--- src/rtl/exp_update_pipe_pkg.sv ---
// Shared definitions for the exponent-update pipeline.
// Holds the internal exponent width rule, EMAX/bias helpers and the
// result-class encoding that orders the stage-2 priority decisions.
package exp_update_pipe_pkg;

  // Two guard bits above the exponent field: one for the +2 carry headroom,
  // one for the sign, so the internal exponent never wraps.
  localparam int IE_GUARD = 2;

  function automatic int ie_width(input int exp_w);
    return exp_w + IE_GUARD;
  endfunction

  function automatic int emax_of(input int exp_w);
    return (1 << exp_w) - 1;
  endfunction

  function automatic int bias_of(input int exp_w);
    return (1 << (exp_w - 1)) - 1;
  endfunction

  // Result classes, listed in decreasing priority.
  typedef enum logic [2:0] {
    CLS_CANCEL = 3'd0,
    CLS_SAT    = 3'd1,
    CLS_UNDER  = 3'd2,
    CLS_DENORM = 3'd3,
    CLS_NORMAL = 3'd4
  } exp_class_e;

endpackage

--- src/rtl/exp_update_pipe_if.sv ---
// Bundle of the exponent-update pipeline's data/handshake signals.
// master: producer of operands and consumer of results (the datapath around
// the block); slave: the exponent-update pipeline itself.
interface exp_update_pipe_if #(
  parameter int EXP_W = 8,
  parameter int MAN_W = 24,
  parameter int SUM_W = 27,
  parameter int LZC_W = 5
);

  logic             en;
  logic             in_valid;
  logic [EXP_W-1:0] exp_in;
  logic             ovf;
  logic             ovf_rnd;
  logic [LZC_W-1:0] lzc;
  logic             one_shift_left;
  logic [SUM_W-1:0] sum;
  logic [MAN_W-1:0] mant_in;
  logic             eop_in;
  logic             zero_d_in;
  logic             ftz;

  logic             out_valid;
  logic [EXP_W-1:0] exp_out;
  logic             max_exp_z;
  logic             min_exp_z;
  logic [EXP_W+1:0] exc_shift;
  logic             underflow_flag;

  modport master (
    output en, in_valid, exp_in, ovf, ovf_rnd, lzc, one_shift_left,
           sum, mant_in, eop_in, zero_d_in, ftz,
    input  out_valid, exp_out, max_exp_z, min_exp_z, exc_shift, underflow_flag
  );

  modport slave (
    input  en, in_valid, exp_in, ovf, ovf_rnd, lzc, one_shift_left,
           sum, mant_in, eop_in, zero_d_in, ftz,
    output out_valid, exp_out, max_exp_z, min_exp_z, exc_shift, underflow_flag
  );

endinterface

--- src/rtl/exp_update_pipe_sb_delay_line.sv ---
// Enabled W x DEPTH shift register for early-arriving side-band flags.
// Ports: clk, rst (async active-low), en (advance), din in, dout = last stage.
// Latency DEPTH en-cycles; en=0 freezes every stage.
module sb_delay_line #(
  parameter int W     = 2,
  parameter int DEPTH = 16
) (
  input  logic         clk,
  input  logic         rst,
  input  logic         en,
  input  logic [W-1:0] din,
  output logic [W-1:0] dout
);

  logic [W-1:0] stage_q [DEPTH];

  always_ff @(posedge clk or negedge rst) begin
    if (!rst) begin
      for (int i = 0; i < DEPTH; i++) stage_q[i] <= '0;
    end else if (en) begin
      stage_q[0] <= din;
      for (int i = 1; i < DEPTH; i++) stage_q[i] <= stage_q[i-1];
    end
  end

  assign dout = stage_q[DEPTH-1];

endmodule

--- src/rtl/exp_update_pipe.sv ---
// Two-stage exponent update: internal exponent, then saturate/underflow/denormal.
// Ports: clk, rst (async active-low), bus (slave side of exp_update_pipe_if).
// Latency 2 en-cycles; en=0 holds all state, side-band chain included.
module exp_update_pipe
  import exp_update_pipe_pkg::*;
#(
  parameter int EXP_W    = 8,
  parameter int MAN_W    = 24,
  parameter int SUM_W    = 27,
  parameter int LZC_W    = 5,
  parameter int SB_DEPTH = 16
) (
  input  logic              clk,
  input  logic              rst,
  exp_update_pipe_if.slave  bus
);

  localparam int IE_W = ie_width(EXP_W);
  localparam logic signed [IE_W-1:0] EMAX_IE = IE_W'(emax_of(EXP_W));
  localparam logic signed [IE_W-1:0] IE_ONE  = IE_W'(1);
  localparam logic [EXP_W-1:0]       EMAX_EXP = EXP_W'(emax_of(EXP_W));

  // ---------------- Stage 1: internal exponent ----------------
  // All operands are zero-extended into IE_W bits; two's-complement wrap in
  // IE_W bits is exactly the signed result, since the range fits.
  logic [IE_W-1:0] ie_sum;
  assign ie_sum = IE_W'(bus.exp_in) + IE_W'(bus.ovf) + IE_W'(bus.ovf_rnd)
                - IE_W'(bus.lzc) - IE_W'(bus.one_shift_left);

  logic signed [IE_W-1:0] ie_q;
  logic [SUM_W-1:0]       sum_q;
  logic [MAN_W-1:0]       mant_q;
  logic                   vld_q;

  always_ff @(posedge clk or negedge rst) begin
    if (!rst) begin
      ie_q   <= '0;
      sum_q  <= '0;
      mant_q <= '0;
      vld_q  <= 1'b0;
    end else if (bus.en) begin
      ie_q   <= signed'(ie_sum);
      sum_q  <= bus.sum;
      mant_q <= bus.mant_in;
      vld_q  <= bus.in_valid;
    end
  end

  // Only the hidden bit of the mantissa affects the exponent decision.
  logic unused_mant_bits;
  assign unused_mant_bits = ^mant_q[MAN_W-2:0];

  // ---------------- Side-band alignment ----------------
  // Flags arrive SB_DEPTH-1 en-cycles ahead of their main-path data; the last
  // chain stage lines up with the stage-1 registers of the same transaction.
  logic [1:0] sb_d;
  logic       eop_d;
  logic       zero_d_d;

  sb_delay_line #(
    .W     (2),
    .DEPTH (SB_DEPTH)
  ) u_sb_delay (
    .clk  (clk),
    .rst  (rst),
    .en   (bus.en),
    .din  ({bus.eop_in, bus.zero_d_in}),
    .dout (sb_d)
  );

  assign eop_d    = sb_d[1];
  assign zero_d_d = sb_d[0];

  // ---------------- Stage 2: classification ----------------
  exp_class_e cls;

  always_comb begin
    cls = CLS_NORMAL;
    if (zero_d_d || (eop_d && (sum_q == '0))) begin
      cls = CLS_CANCEL;          // exact cancellation wins over everything
    end else if (ie_q >= EMAX_IE) begin
      cls = CLS_SAT;
    end else if (ie_q < IE_ONE) begin
      cls = CLS_UNDER;
    end else if ((ie_q == IE_ONE) && !mant_q[MAN_W-1]) begin
      cls = CLS_DENORM;          // exponent 1 without hidden bit is a denormal
    end
  end

  logic [EXP_W-1:0] exp_n;
  logic             max_n;
  logic             min_n;
  logic             uf_n;
  logic [IE_W-1:0]  sh_n;

  always_comb begin
    exp_n = '0;
    max_n = 1'b0;
    min_n = 1'b0;
    uf_n  = 1'b0;
    sh_n  = '0;
    case (cls)
      CLS_CANCEL: begin
        min_n = 1'b1;
      end
      CLS_SAT: begin
        exp_n = EMAX_EXP;
        max_n = 1'b1;
      end
      CLS_UNDER: begin
        min_n = 1'b1;
        uf_n  = 1'b1;
        // Right shift needed to bring the exponent up to the denormal scale.
        sh_n  = bus.ftz ? '0 : IE_W'(IE_ONE - ie_q);
      end
      CLS_DENORM: begin
        min_n = 1'b1;
      end
      default: begin
        exp_n = ie_q[EXP_W-1:0];
      end
    endcase
  end

  logic [EXP_W-1:0] exp_q;
  logic             max_q;
  logic             min_q;
  logic             uf_q;
  logic [IE_W-1:0]  sh_q;
  logic             out_vld_q;

  always_ff @(posedge clk or negedge rst) begin
    if (!rst) begin
      exp_q     <= '0;
      max_q     <= 1'b0;
      min_q     <= 1'b0;
      uf_q      <= 1'b0;
      sh_q      <= '0;
      out_vld_q <= 1'b0;
    end else if (bus.en) begin
      // Outputs follow stage 1 every enabled cycle, valid or not.
      exp_q     <= exp_n;
      max_q     <= max_n;
      min_q     <= min_n;
      uf_q      <= uf_n;
      sh_q      <= sh_n;
      out_vld_q <= vld_q;
    end
  end

  assign bus.out_valid      = out_vld_q;
  assign bus.exp_out        = exp_q;
  assign bus.max_exp_z      = max_q;
  assign bus.min_exp_z      = min_q;
  assign bus.underflow_flag = uf_q;
  assign bus.exc_shift      = sh_q;

endmodule
--- src/flat_wrapper.sv ---
// flat-port wrapper written by rule: the top's interface ports become plain ports
module exp_update_pipe_flat import exp_update_pipe_pkg::*;
#(
  parameter int EXP_W    = 8,
  parameter int MAN_W    = 24,
  parameter int SUM_W    = 27,
  parameter int LZC_W    = 5,
  parameter int SB_DEPTH = 16
)
  (clk, rst, bus_en, bus_in_valid, bus_exp_in, bus_ovf, bus_ovf_rnd, bus_lzc, bus_one_shift_left, bus_sum, bus_mant_in, bus_eop_in, bus_zero_d_in, bus_ftz, bus_out_valid, bus_exp_out, bus_max_exp_z, bus_min_exp_z, bus_exc_shift, bus_underflow_flag);
  exp_update_pipe_if #(.EXP_W(EXP_W), .MAN_W(MAN_W), .SUM_W(SUM_W), .LZC_W(LZC_W)) bus_i ();
  input  logic clk;
  input  logic rst;
  input wire logic [$bits(bus_i.en)-1:0] bus_en;
  input wire logic [$bits(bus_i.in_valid)-1:0] bus_in_valid;
  input wire logic [$bits(bus_i.exp_in)-1:0] bus_exp_in;
  input wire logic [$bits(bus_i.ovf)-1:0] bus_ovf;
  input wire logic [$bits(bus_i.ovf_rnd)-1:0] bus_ovf_rnd;
  input wire logic [$bits(bus_i.lzc)-1:0] bus_lzc;
  input wire logic [$bits(bus_i.one_shift_left)-1:0] bus_one_shift_left;
  input wire logic [$bits(bus_i.sum)-1:0] bus_sum;
  input wire logic [$bits(bus_i.mant_in)-1:0] bus_mant_in;
  input wire logic [$bits(bus_i.eop_in)-1:0] bus_eop_in;
  input wire logic [$bits(bus_i.zero_d_in)-1:0] bus_zero_d_in;
  input wire logic [$bits(bus_i.ftz)-1:0] bus_ftz;
  output wire logic [$bits(bus_i.out_valid)-1:0] bus_out_valid;
  output wire logic [$bits(bus_i.exp_out)-1:0] bus_exp_out;
  output wire logic [$bits(bus_i.max_exp_z)-1:0] bus_max_exp_z;
  output wire logic [$bits(bus_i.min_exp_z)-1:0] bus_min_exp_z;
  output wire logic [$bits(bus_i.exc_shift)-1:0] bus_exc_shift;
  output wire logic [$bits(bus_i.underflow_flag)-1:0] bus_underflow_flag;
  assign bus_i.en = bus_en;
  assign bus_i.in_valid = bus_in_valid;
  assign bus_i.exp_in = bus_exp_in;
  assign bus_i.ovf = bus_ovf;
  assign bus_i.ovf_rnd = bus_ovf_rnd;
  assign bus_i.lzc = bus_lzc;
  assign bus_i.one_shift_left = bus_one_shift_left;
  assign bus_i.sum = bus_sum;
  assign bus_i.mant_in = bus_mant_in;
  assign bus_i.eop_in = bus_eop_in;
  assign bus_i.zero_d_in = bus_zero_d_in;
  assign bus_i.ftz = bus_ftz;
  assign bus_out_valid = bus_i.out_valid;
  assign bus_exp_out = bus_i.exp_out;
  assign bus_max_exp_z = bus_i.max_exp_z;
  assign bus_min_exp_z = bus_i.min_exp_z;
  assign bus_exc_shift = bus_i.exc_shift;
  assign bus_underflow_flag = bus_i.underflow_flag;
  exp_update_pipe #(.EXP_W(EXP_W), .MAN_W(MAN_W), .SUM_W(SUM_W), .LZC_W(LZC_W), .SB_DEPTH(SB_DEPTH)) u_core (.clk(clk), .rst(rst), .bus(bus_i));
endmodule
--- config.mk ---
export PLATFORM = sky130hd
export DESIGN_NAME = exp_update_pipe_flat
export DESIGN_NICKNAME = d
export VERILOG_FILES = /design/src/rtl/exp_update_pipe_pkg.sv /design/src/rtl/exp_update_pipe_if.sv /design/src/rtl/exp_update_pipe_sb_delay_line.sv /design/src/rtl/exp_update_pipe.sv /design/src/flat_wrapper.sv
export SDC_FILE = /design/constraint.sdc
export NUM_CORES = 1
export LEC_CHECK = 0
export BUFFER_PORTS_ARGS = -buffer_cell sky130_fd_sc_hd__buf_4
export CAP_MARGIN = 5
export CORE_MARGIN = 4
export CORE_UTILIZATION = 35
export CTS_CLUSTER_DIAMETER = 60
export DETAILED_ROUTE_END_ITERATION = 7
export PLACE_DENSITY = 0.55
export SKIP_LAST_GASP = 1
export SLEW_MARGIN = 20
export SYNTH_ARGS = -nofsm -noshare
export SYNTH_HDL_FRONTEND = slang
export SYNTH_SLANG_ARGS = --single-unit
--- constraint.sdc ---
create_clock -name clk -period 3.47 [get_ports clk]
set_clock_uncertainty 0.1 [all_clocks]
set_input_delay 0.694 -clock clk [delete_from_list [all_inputs] [get_ports clk]]
set_output_delay 0.694 -clock clk [all_outputs]
set_load 0.05 [all_outputs]
==> results.md <==
* Synth Area in Compound Gates at 9.90%
* Total chip power at 3.56 mW
* Shortest period the worst path allows at 3160 ps
* WP data arrival at around 3300 ps
* Slew Limit Fails at 0
* Boundary Pins at 96
* Die H at 121 µm
* CTS sink cnt at a little over 90
* DRT Pass-1 Iters at 4
* P_sw at 1.18 mW
* WL/cell at 14.5 µm
* Critical-path cell with the highest stage delay: fa_1
* Sum Neg Setup Slack at 0 ps
* Critical path class: primary input to register
* Area Overhead vs Synth at 23.5%
* # rows at 41
* Chip Width at 121 µm
* Average cell area after synthesis at about 13 µm²
* Clock slew at reported path FFs at 70 ps
* Post-synthesis simple-gate area fraction at 7.91%
* Number of antenna-violating nets in the routed design at 0
* Slew HR at between 60% and 70%
* CORE AREA at ~13000 µm²
* Final core utilization at 44.0%
* Cell chosen for the clock root: clkbuf_16
* TritonCTS clock tree: done
* Comb pwr share at ~29%
* Fin nets at 526
* Initial antenna violation count at 0
* Initial drt markers at 74
* Clk pwr share at 27.3%
* HP Class: primary input to asynchronous set/reset pin
* Clock Latency Late Sink at between 300 and 400 ps
* Multi-input logic area at 1980 µm²
* GRT overflow at 0
* Average vias per placed instance at 4.71
* Antenna cells at 0
* Layout Cells excl Fill at 607
* Clock buffer depth at 2
* Pin count of the biggest net entering global routing at 57
* Startpoint types: primary input
* Fmax at 316 MHz
* Cell Area, Synth at roughly 4500 µm²
* Flop pwr share at 43.6%
* Power Internal at between 2 and 2.5 mW
* Actual slew at the worst max-slew pin at 583 ps
* Critical Path Source: bus_ovf
* WP data required at 3570 ps
* Outcome: finished, final reports clean
* Reg2reg start: u_core.ie_q[1]
* Crit Reg-Reg Endpoint: u_core.bus.min_exp_z
* Crit path top cell by count: ha_1
* Layout cells sized above 1 at 41.4%
* Post-CTS Setup Bufs at 0
* Adder-Cell Fraction of Synth Area at between 6 and 7%
* DRC errors left at 0
* GRT Overall Usage at 12.9%
* Final Wtd Congestion at approximately 0.8
* Post-synth cell types at 42
* Largest family of logic cells by synthesized area: multiplexers
* R2r setup slk at 1250 ps
* Vias in the first global route at about 3000
* Initial Util at about 36%
* Die area at roughly 15000 µm²
* Crit. End Element: register
* Number of hold buffers added after cts at 0
* Synth Area in XOR/XNOR at 3.33%
* Total CTS buffers at 9
* H-tree Lvls at 3
* Sequential-to-total area share from yosys stat at 52.0%
* CP Cell Sequence: buf_4, ha_1, ha_1, inv_1, fa_1, inv_1, ha_1, fa_1, a21oi_1, o211ai_1, o221ai_1, xor2_1, a21oi_1
* Mapped Nets at roughly 450
* Number of buffers added on ports at 72
* Via count at around 2900
* Total Wirelength at a little under 9000 µm
* First-pass GRT wire length at around 15000 µm
* Worst VDD drop at 282 µV
* Reg2reg path depth at 7
* Final HPWL DP at 6450 µm
* MaxCap Viol Count at 0
* Syn Inst Count at 352
* Yosys warnings at 0
* Post-synthesis mux area share at 16.8%
* Final Hold Viols at 0
* Switching Share at 33.1%
* Placed insts at ~590
* Worst-path fanout max at 2
* Max stage delay on crit path at 480 ps
* Leakage power at 2.48 nW
* Unrepaired setup endpoints after global routing: no
* Setup-failing EPs final at 0
* PostCTS Resize Cnt at 0
* Cell Pwr Density at 645 nW/µm²
* Reg area at approximately 2300 µm²
* #FFs+latches synth at 93
* Fin crit share at 91.1%
* Filler Cell Count at between 1000 and 1500
cell usage after synthesis, drive strengths merged:
| master | number | area share [%] |
|---|---|---|
| o21a | 3 | 0.50 |
| nor4b | 2 | 0.73 |
| nor3 | 6 | 0.78 |
| mux2i | 1 | 0.22 |
| o21ai | 15 | 1.7 |
| o21bai | 1 | 0.42 |
| o2bb2ai | 9 | 1.8 |
| nand3b | 1 | 0.45 |
| a31o | 1 | 0.20 |
| nand3 | 7 | 0.78 |
| nand2 | 12 | 1.0 |
| dfrtp | 93 | 52 |
| xor2 | 9 | 1.8 |
| a21o | 2 | 0.34 |
| nor4 | 6 | 0.84 |
| nand4 | 3 | 0.42 |
| nor2 | 19 | 1.6 |
| clkbuf | 10 | 0.84 |
| o2111a | 1 | 0.25 |
| o221a | 1 | 0.25 |
| mux2 | 66 | 17 |
| inv | 23 | 1.9 |
| o32ai | 9 | 3.3 |
| buf | 5 | 0.89 |
| a21oi | 5 | 0.56 |
| ha | 18 | 5.0 |
| o221ai | 1 | 0.20 |
| nor2b | 3 | 0.42 |
| fa | 3 | 1.3 |
| a31oi | 1 | 0.14 |
| xnor2 | 8 | 1.6 |
| or3 | 4 | 0.56 |
| o211ai | 2 | 0.34 |
| and3 | 1 | 0.14 |
| nand2b | 1 | 0.14 |
per-stage QoR:
stage          setup slack (ps)  instance area, µm²  hold slack (ps)
2_1_floorplan               196                4480              298
3_3_place_gp              -61.6                5240              374
3_5_place_dp              -55.6                5240              374
4_1_cts                     295                5530              226
5_1_grt                     137                5530              249
6_report                    310                5530              217
flip-flops by register name (all words and copies together) (netlist names):
name	flops
u_core.bus.max_exp_z	1
u_core.bus.exc_shift	10
u_core.u_sb_delay.dout	2
u_core.ie_q	10
u_core.sum_q	27
u_core.bus.min_exp_z	1
u_core.u_sb_delay.stage_q	30
u_core.vld_q	1
u_core.bus.exp_out	8
u_core.mant_q	1
u_core.bus.underflow_flag	1
u_core.bus.out_valid	1
cells by family after synthesis:
logic type	Yosys count
compound gates	51
buf+inv	38
mux	67
fa+ha+maj	21
xor+xnor	17
flops	93
simple gates	65
worst max path at each step:
| stage | end | slack (ps) |
|---|---|---|
| after global routing | u_core.ie_q[9] | 140 |
| after global placement | u_core.ie_q[9] | -60 |
| after floorplan | u_core.ie_q[6] | 200 |
| after CTS | u_core.ie_q[9] | 300 |
| after detailed placement | u_core.ie_q[9] | -60 |
| final | u_core.ie_q[9] | 310 |
power by group through the flow:
stage,combinational [mW],clock [mW],sequential (mW)
final,1.04,0.971,1.55
after global routing,1.14,1.04,1.60
after CTS,1.06,1.00,1.56
after detailed placement,1.05,0,1.58
after global placement,1.03,0,1.56
after floorplan,0.569,0,1.71
area by class of cell:
class	count	share of cell area (%)
clock inverter	5	1.09
multi-input combinational	221	35.9
sequential	93	42.1
inverter	23	1.56
tap	172	3.89
clock buffer	10	4.14
timing repair buffer	83	11.3
worst max-delay path: cells and delay by family:
| kind | cells | cell delay, ps |
|---|---|---|
| AOI/OAI and AO/OA | 4 | 650 |
| adders and majority gates | 5 | 1550 |
| buffers and inverters | 3 | 190 |
| xor gates and xnor gates | 1 | 170 |
cell usage in the layout, fill, tap and decap left out, types with 2 or more instances in the layout:
cell type	count
o2bb2ai_1	9
o32ai_2	9
a21oi_1	5
nand2_1	12
inv_1	22
fa_1	3
ha_1	18
nand3_1	7
nor2b_1	3
a21o_1	2
dfrtp_1	93
xnor2_1	8
or3_1	4
clkbuf_16	9
mux2_2	66
nor2_1	18
xor2_1	9
nand4_1	3
o21ai_0	14
inv_6	2
nor4_1	6
o211ai_1	2
nor3_1	5
o21a_1	3
buf_4	83
layer usage:
layer | track usage (%) | vias to the layer above | wire length, µm
li1 | - | 1413 | -
met1 | 16.5 | 1388 | 3990
met2 | 20.2 | 49 | 4100
met3 | 4.38 | 11 | 569
met4 | 5.17 | 0 | 138
met5 | 0 | - | 0
(Power assumes the default switching activity.)
